File: config.mk
export PLATFORM = sky130hd
export DESIGN_NAME = ifetch_prefetch
export DESIGN_NICKNAME = d
export VERILOG_FILES = /design/src/rtl/ifetch_prefetch.sv
export SDC_FILE = /design/constraint.sdc
export NUM_CORES = 1
export LEC_CHECK = 0
export ABC_AREA = 1
export CORE_MARGIN = 10
export CORE_UTILIZATION = 58
export DETAILED_ROUTE_END_ITERATION = 10
export GPL_TIMING_DRIVEN = 1
export HOLD_SLACK_MARGIN = 0.08
export MAX_ROUTING_LAYER = met4
export PLACE_DENSITY = 0.8
export SLEW_MARGIN = 20
export SYNTH_ARGS = -nofsm -noshare
export SYNTH_HDL_FRONTEND = slang
export SYNTH_SLANG_ARGS = --single-unit
File: constraint.sdc
create_clock -name clock -period 7.1 [get_ports clock]
set_clock_uncertainty 0.2 [all_clocks]
set_input_delay 0.71 -clock clock [delete_from_list [all_inputs] [get_ports clock]]
set_output_delay 0.71 -clock clock [all_outputs]
set_load 0.02 [all_outputs]
File: src/rtl/ifetch_prefetch.sv
// Instruction-fetch front end: sequential PC generation, in-order imem requests,
// a small prefetch FIFO and a valid/ready hand-off of {pc, instr} to decode.
module ifetch_prefetch #(
  parameter logic [31:0] RESET_PC = 32'h0000_0000,
  parameter int          DEPTH    = 4
) (
  input  logic        clock,
  input  logic        reset,
  output logic        imem_req_valid,
  input  logic        imem_req_ready,
  output logic [31:0] imem_req_addr,
  input  logic        imem_resp_valid,
  input  logic [31:0] imem_resp_data,
  input  logic        redirect_valid,
  input  logic [31:0] redirect_pc,
  output logic        out_valid,
  input  logic        out_ready,
  output logic [31:0] out_instr,
  output logic [31:0] out_pc
);

  localparam int          AW        = $clog2(DEPTH);
  localparam int          CW        = AW + 1;
  localparam logic [CW:0] DEPTH_OCC = (CW + 1)'(DEPTH);
  localparam logic [31:0] START_PC  = {RESET_PC[31:2], 2'b00};

  logic [31:0]   fetch_pc;
  logic [CW-1:0] count;
  logic [CW-1:0] inflight;
  logic [CW-1:0] drop;
  logic [AW-1:0] head;
  logic [AW-1:0] tail;
  logic [AW-1:0] pcq_head;
  logic [AW-1:0] pcq_tail;
  logic [31:0]   fifo_pc    [DEPTH];
  logic [31:0]   fifo_instr [DEPTH];
  logic [31:0]   pcq        [DEPTH];

  logic          req_fire;
  logic          push;
  logic          pop;
  logic [CW:0]   occupancy;
  logic [CW-1:0] inflight_next;

  // Buffered plus in-flight fetches never exceed DEPTH, so a response always has a slot.
  always_comb begin
    occupancy      = {1'b0, count} + {1'b0, inflight};
    imem_req_valid = !reset && !redirect_valid && (occupancy < DEPTH_OCC);
    req_fire       = imem_req_valid && imem_req_ready;
    out_valid      = !reset && !redirect_valid && (count != '0);
    pop            = out_valid && out_ready;
    push           = imem_resp_valid && (drop == '0) && !redirect_valid;
    inflight_next  = inflight + CW'(req_fire) - CW'(imem_resp_valid);
  end

  assign imem_req_addr = fetch_pc;
  assign out_pc        = fifo_pc[head];
  assign out_instr     = fifo_instr[head];

  always_ff @(posedge clock) begin
    if (reset) begin
      fetch_pc <= START_PC;
      count    <= '0;
      inflight <= '0;
      drop     <= '0;
      head     <= '0;
      tail     <= '0;
      pcq_head <= '0;
      pcq_tail <= '0;
      // NOTE: FIFO storage is reset because out_pc/out_instr read it directly and must be 0 after reset.
      for (int i = 0; i < DEPTH; i++) begin
        fifo_pc[i]    <= '0;
        fifo_instr[i] <= '0;
      end
    end else begin
      inflight <= inflight_next;
      if (req_fire) begin
        fetch_pc <= fetch_pc + 32'd4;
        pcq_tail <= pcq_tail + AW'(1);
      end
      if (imem_resp_valid) begin
        pcq_head <= pcq_head + AW'(1);
      end
      if (redirect_valid) begin
        // Everything still outstanding after this cycle belongs to the old path.
        fetch_pc <= {redirect_pc[31:2], 2'b00};
        count    <= '0;
        tail     <= head;
        drop     <= inflight_next;
      end else begin
        if (push) begin
          fifo_pc[tail]    <= pcq[pcq_head];
          fifo_instr[tail] <= imem_resp_data;
          tail             <= tail + AW'(1);
        end
        if (pop) begin
          head <= head + AW'(1);
        end
        count <= count + CW'(push) - CW'(pop);
        if (imem_resp_valid && (drop != '0)) begin
          drop <= drop - CW'(1);
        end
      end
    end
  end

  // NOTE: the PC queue has no reset; its pointers are reset, so stale contents are never read.
  always_ff @(posedge clock) begin
    if (req_fire) begin
      pcq[pcq_tail] <= fetch_pc;
    end
  end

  always_ff @(posedge clock) begin
    if (!reset) begin
      assert (!(push && !pop && (count == CW'(DEPTH))));
      assert (!(imem_resp_valid && (inflight == '0)));
    end
  end

endmodule

==> results.json, run 1 <==
{
  "status": "completed",
  "ys_types": 38,
  "routed_wl_um": 43200,
  "ctsResizeCount": 0,
  "cts_sinks": 419,
  "dieArea_um2": 38800,
  "antenna_left": 0,
  "peakVddDrop_mv": 0.163,
  "crit_path_cell_trace": "buf_4, inv_1, buf_4, o21ai_0, o22ai_1, clkdlybuf4s50_1",
  "post-route-min-period_ps": 4520,
  "core_um2": 30700,
  "p_sw_share_pct": 23.5,
  "synth_edf_count": 368,
  "yosys.area.top_type_share_pct": 60.9,
  "power_frac_comb_pct": 9.9,
  "synth_seq_cells": 419,
  "grt_use_total_pct": 22.6,
  "fin_ws_ps": 2580,
  "seq_area_frac_synth_pct": 66.5,
  "worstReg2RegStart": "drop[1]",
  "yosys-top-cells-area": "edfxtp_1 (61%), nor2_1 (9.1%), dfxtp_1 (5.6%)",
  "power_mw": 5.50,
  "drive_gt1_share_pct": 5.41,
  "hold_slack_ps": 256,
  "first_pass_iters": 5,
  "cts_max_path_buffers": 3,
  "required_ps": 6190,
  "cts_max_level": 2,
  "max_slew_margin_pct": 29.9,
  "ios": 168,
  "start_kind": "flip-flop",
  "rsz0062_at_grt": "false",
  "reg2reg_depth": 8,
  "grt_start_max_net_pins": 125,
  "syn_inst": 1767,
  "r2r-end": "fifo_pc[0][26]",
  "place_congestion": 0.879,
  "slowest_delay_ps": 780,
  "rrSetupSlack_ps": 3530,
  "crit_top_cell": "buf_4",
  "place_ws_ps": 2530,
  "p_clk_share_pct": 38.0,
  "endpoint": "out_pc[4]",
  "finalNetCount": 1977,
  "grt-ovfl-total": 0,
  "synth_ff_type": "edfxtp_1",
  "crit_type": "reg -> out",
  "n_antenna_cell": 0,
  "num_rows": 64,
  "drtIter0Drc": 1290,
  "path_clk_slew_ps": 60,
  "synthAdderAreaFrac_pct": 1.12,
  "synth_warnings": 0,
  "grt_pass1_vias": 13249,
  "post_cts_buffers": 0,
  "setup_viol": 0,
  "cp_slowest_cell": "inv_1",
  "cts_made_buffers": 42,
  "cts_hold_buf": 0,
  "worstMarginPinSlew_ps": 1050,
  "synth_top_area_cell": "edfxtp_1",
  "dp_hpwl_um": 25200,
  "cellPowerDensity_nw_per_um2": 258,
  "slew_violations": 0,
  "critPathMaxFanout": 63,
  "syn_area_per_cell_um2": 10.3,
  "fin_crit_sh_pct": 63.6,
  "crit_path_end_kind": "primary output",
  "p_leak_nw": 7.93,
  "switchingPower_mw": 1.29,
  "via_count": 13249,
  "final_hold_viol_count": 0,
  "synthSimpleGateAreaFrac_pct": 16.4,
  "grt_first_pass_wirelength_um": 68600,
  "synth_compound_area_share_pct": 9.90,
  "clk-insertion-delay-late_ps": 530,
  "initial_utilization_pct": 59.1,
  "synth_mux_area_share_pct": 0,
  "remaining_drc_errors": 0,
  "synth_top_family_by_area": "simple AND/OR/NAND/NOR gates",
  "cap_violations": 0,
  "p_int_mw": 4.21,
  "dp_cells": 2244,
  "fin_cells": 2319,
  "cts_tree": "yes",
  "hp-class": "reg -> reg",
  "setup_tns_ps": 0,
  "vias_per_cell": 5.71,
  "cp.arrival_ps": 3610,
  "routedWlPerCell_um": 18.6,
  "die_w_um": 197,
  "area_growth_syn_to_layout_pct": 17.5,
  "ys_async_sr_fraction_pct": 0,
  "synth-xor-area-share_pct": 0.434,
  "die_h_um": 197,
  "synth_area_um2": 18200,
  "cts-root-buf": "clkbuf_16",
  "fmax_ghz": 0.221,
  "portBuffers": 161,
  "power_frac_seq_pct": 52.1,
  "antenna_found_initial": 0
}
[critical path, delay by kind of cell, from the launching register on]
| family | cells | cell delay, ps |
|---|---|---|
| AOI/OAI and AO/OA | 2 | 450 |
| buffers and inverters | 4 | 2280 |
| DFF | 1 | 310 |
[through the flow]
stage,area (µm²),utilization [%]
floorplan,18200,-
global placement,20000,65.2
detailed placement,20000,65.2
CTS,21300,69.4
global route,21300,69.4
finish,21300,69.4
[Yosys cell counts, drive strengths merged (3+ instances only)]
| library cell | instances |
|---|---|
| nand4 | 3 |
| ha | 13 |
| nand3 | 56 |
| a21oi | 39 |
| xor2 | 6 |
| o21bai | 4 |
| xnor2 | 3 |
| buf | 19 |
| o21ai | 163 |
| nor3 | 12 |
| inv | 153 |
| a32o | 19 |
| dfxtp | 51 |
| clkbuf | 85 |
| nand2 | 229 |
| a31oi | 10 |
| o22ai | 74 |
| edfxtp | 368 |
| nor2 | 445 |
[cells in the final DEF (no fill, tap or decap), types with 7 or more instances in the layout]
master and n:
nor2_1 438, edfxtp_1 368, nand2_1 225, o21ai_0 163, clkdlybuf4s50_1 161, inv_1 147, o22ai_1 74, nand3_1 55
dfxtp_1 49, clkbuf_16 43, a21oi_1 39, buf_4 20, a32o_1 19, ha_1 13, nor3_1 11, a31oi_1 10
clkinv_1 9, clkbuf_1 8, clkinv_2 7
[how the worst min path moves through the flow]
stage                      from     endpoint  slack, ps  cells past startpoint
global route        pcq_head[1]  pcq_head[1]        290                      1
detailed placement  pcq_head[1]  pcq_head[1]        240                      1
finish              pcq_head[1]  pcq_head[1]        260                      1
CTS                 pcq_head[1]  pcq_head[1]        250                      1
global placement    pcq_head[1]  pcq_head[1]        230                      1
floorplan           pcq_head[1]    flip-flop        210                      1
[logic make-up after synthesis]
logic type	Yosys count
AOI/OAI and AO/OA	314
and+or+nand+nor	751
buffers and inverters	258
other	1
xor gates and xnor gates	9
adders and majority gates	15
DFF	419
[registers in the layout (all words and copies together) (netlist names), named ones only]
register / count
count: 3
drop: 3
fifo_instr: 128
fifo_pc: 120
head: 2
imem_req_addr: 30
inflight: 3
pcq: 120
pcq_head: 2
pcq_tail: 2
tail: 2
[power by group through the flow]
| stage | combinational (mW) | sequential (mW) | clock (mW) |
|---|---|---|---|
| floorplan | 0.311 | 2.91 | 0 |
| global placement | 0.527 | 2.91 | 0 |
| detailed placement | 0.541 | 2.91 | 0 |
| CTS | 0.546 | 2.86 | 2.11 |
| global route | 0.597 | 2.87 | 2.22 |
| finish | 0.545 | 2.86 | 2.09 |
[metal layers]
| layer | part of all wire [%] | vias to the layer above | global-route usage [%] |
|---|---|---|---|
| met2 | 49 | 664 | 37.3 |
| met1 | 40 | 6247 | 28.6 |
| met4 | 2.2 | 0 | 6.81 |
| met5 | 0 | - | - |
| li1 | - | 6252 | - |
| met3 | 8.5 | 86 | 3.41 |
[layout make-up]
type	instances	area, µm²
Fill cell	2216	9410
Clock inverter	20	153
Clock buffer	55	1140
Timing Repair Buffer	182	1770
Tap cell	396	495
Multi-Input combinational cell	1093	5120
Sequential cell	419	12100
Inverter	154	578
Power figures use the tool's default switching activity.
==> run 2: changes to the inputs <==
Clock period 7.1 ns to 4.35 ns, I/O delays scaled along.
==> run 2 against run 1 <==
  * Combinational power up 64%
  * Setup slack got worse by 1800 ps
  * Sequential power rose by 63%
  * Utilization up 0.41 points
  * Power increased by 64%
  * Routed wire length decreased by 1.4%
  * Non-clock buffer count up 7
  * Sequential cell count did not move
  * Final cell count increased by 0.43%
  * Clock power increased by 64%
  * Critical endpoint is now out_instr[17]
  * Largest cell class unchanged
  * Largest power group unchanged
==> results.json, run 2 (synthesis gave the netlist of run 1 again) <==
{
  "status": "completed",
  "die_h_um": 197,
  "largest-register": "fifo_instr",
  "grt_use_total_pct": 22.1,
  "final_area_um2": 21500,
  "hold-path-cell-count": 1,
  "cts_tree": "yes",
  "grt-ovfl-total": 0,
  "start_kind": "flip-flop",
  "routed_wl_um": 42700,
  "cts_made_buffers": 42,
  "cts_hold_buf": 0,
  "hp-class": "reg -> reg",
  "initial_utilization_pct": 59.1,
  "vias_per_cell": 5.73,
  "crit_path_end_kind": "primary output",
  "fmax_ghz": 0.283,
  "via_count": 13334,
  "antenna_left": 0,
  "worstReg2RegStart": "inflight[1]",
  "path_clk_slew_ps": 60,
  "clk-insertion-delay-late_ps": 540,
  "num_rows": 64,
  "antenna_found_initial": 0,
  "grt_first_pass_wirelength_um": 67000,
  "final_cell_mix": "nor2_1 (438), edfxtp_1 (368), nand2_1 (225)",
  "ios": 168,
  "first_pass_iters": 5,
  "drtIter0Drc": 1179,
  "fin_ws_ps": 812,
  "peakVddDrop_mv": 0.266,
  "cts-root-buf": "clkbuf_16",
  "r2r-end": "drop[1]",
  "final_hold_viol_count": 0,
  "die_w_um": 197,
  "dieArea_um2": 38800,
  "cts_max_path_buffers": 3,
  "slew_violations": 0,
  "portBuffers": 161,
  "ctsResizeCount": 0,
  "power_mw": 8.99,
  "hold_slack_ps": 280,
  "dp_hpwl_um": 25500,
  "fin_crit_sh_pct": 81.3,
  "worstMarginPinSlew_ps": 1030,
  "reg_top3": "fifo_instr: 128 flops, fifo_pc: 120 flops, pcq: 120 flops",
  "grt_start_max_net_pins": 63,
  "core_um2": 30700,
  "hold_start": "pcq_head[1]",
  "layout_commonest_cell": "nor2_1",
  "post_cts_buffers": 0,
  "place_congestion": 0.927,
  "area_growth_syn_to_layout_pct": 18.2,
  "finalNetCount": 1984,
  "setup_tns_ps": 0,
  "rrSetupSlack_ps": 1420,
  "post-route-min-period_ps": 3540,
  "routedWlPerCell_um": 18.3,
  "cellPowerDensity_nw_per_um2": 419,
  "cts_max_level": 2,
  "place_ws_ps": 968,
  "grt_pass1_vias": 13022,
  "reg2reg_depth": 13,
  "cts_sinks": 419,
  "cp.arrival_ps": 2900,
  "n_antenna_cell": 0,
  "max_slew_margin_pct": 31.1,
  "required_ps": 3710,
  "cap_violations": 0,
  "holdPathEnd": "pcq_head[1]",
  "largest_reg_flops": 128,
  "setup_viol": 0,
  "crit_type": "reg -> out",
  "nFillCells": 2189,
  "rsz0062_at_grt": "false",
  "critPathMaxFanout": 32,
  "drive_gt1_share_pct": 5.64,
  "remaining_drc_errors": 0,
  "p_leak_nw": 7.99,
  "placed_area_um2": 20200
}
run 2: how the worst max path moves through the flow:
stage | from | end | slack (ps) | cells after the start
detailed placement | reset | fifo_instr[2][16] | 970 | 5
global route | flip-flop | out_instr[17] | 640 | 5
CTS | flip-flop | out_instr[17] | 800 | 5
finish | flip-flop | out_instr[17] | 810 | 5
floorplan | drop[0] | fifo_instr[3][0] | 30 | 6
global placement | reset | fifo_instr[2][16] | 1030 | 5
run 2: stage by stage:
stage               cells  util, %
global route         2329     69.8
detailed placement   2251     65.6
floorplan            1770        -
CTS                  2329     69.8
finish               2329     69.8
global placement     2251     65.6
run 2: critical path: stages, from the launching register on:
cell and delay, ps:
dfxtp_4 440, inv_2 470, buf_4 410, o21ai_0 140, o22ai_1 240, clkdlybuf4s50_1 660
run 2: routing by layer:
metal  GRT usage, %  share of wire (%)
met1           28.2                 41
met2           35.8                 49
met3           3.63                8.6
met4           6.47                1.8
met5              -                  0
run 2: power by group:
group          switching, mW  leakage, nW  internal (mW)
combinational          0.557         3.26          0.335
clock                   1.47        0.644           1.97
sequential             0.105         4.09           4.56
run 2: cell type report:
cell class	count	area [µm²]	share of cell area [%]
clock inverter	22	133	0.618
inverter	154	578	2.69
timing repair buffer	189	1900	8.84
multi-input combinational	1093	5110	23.8
tap	396	495	2.31
clock buffer	56	1180	5.48
sequential	419	12100	56.3
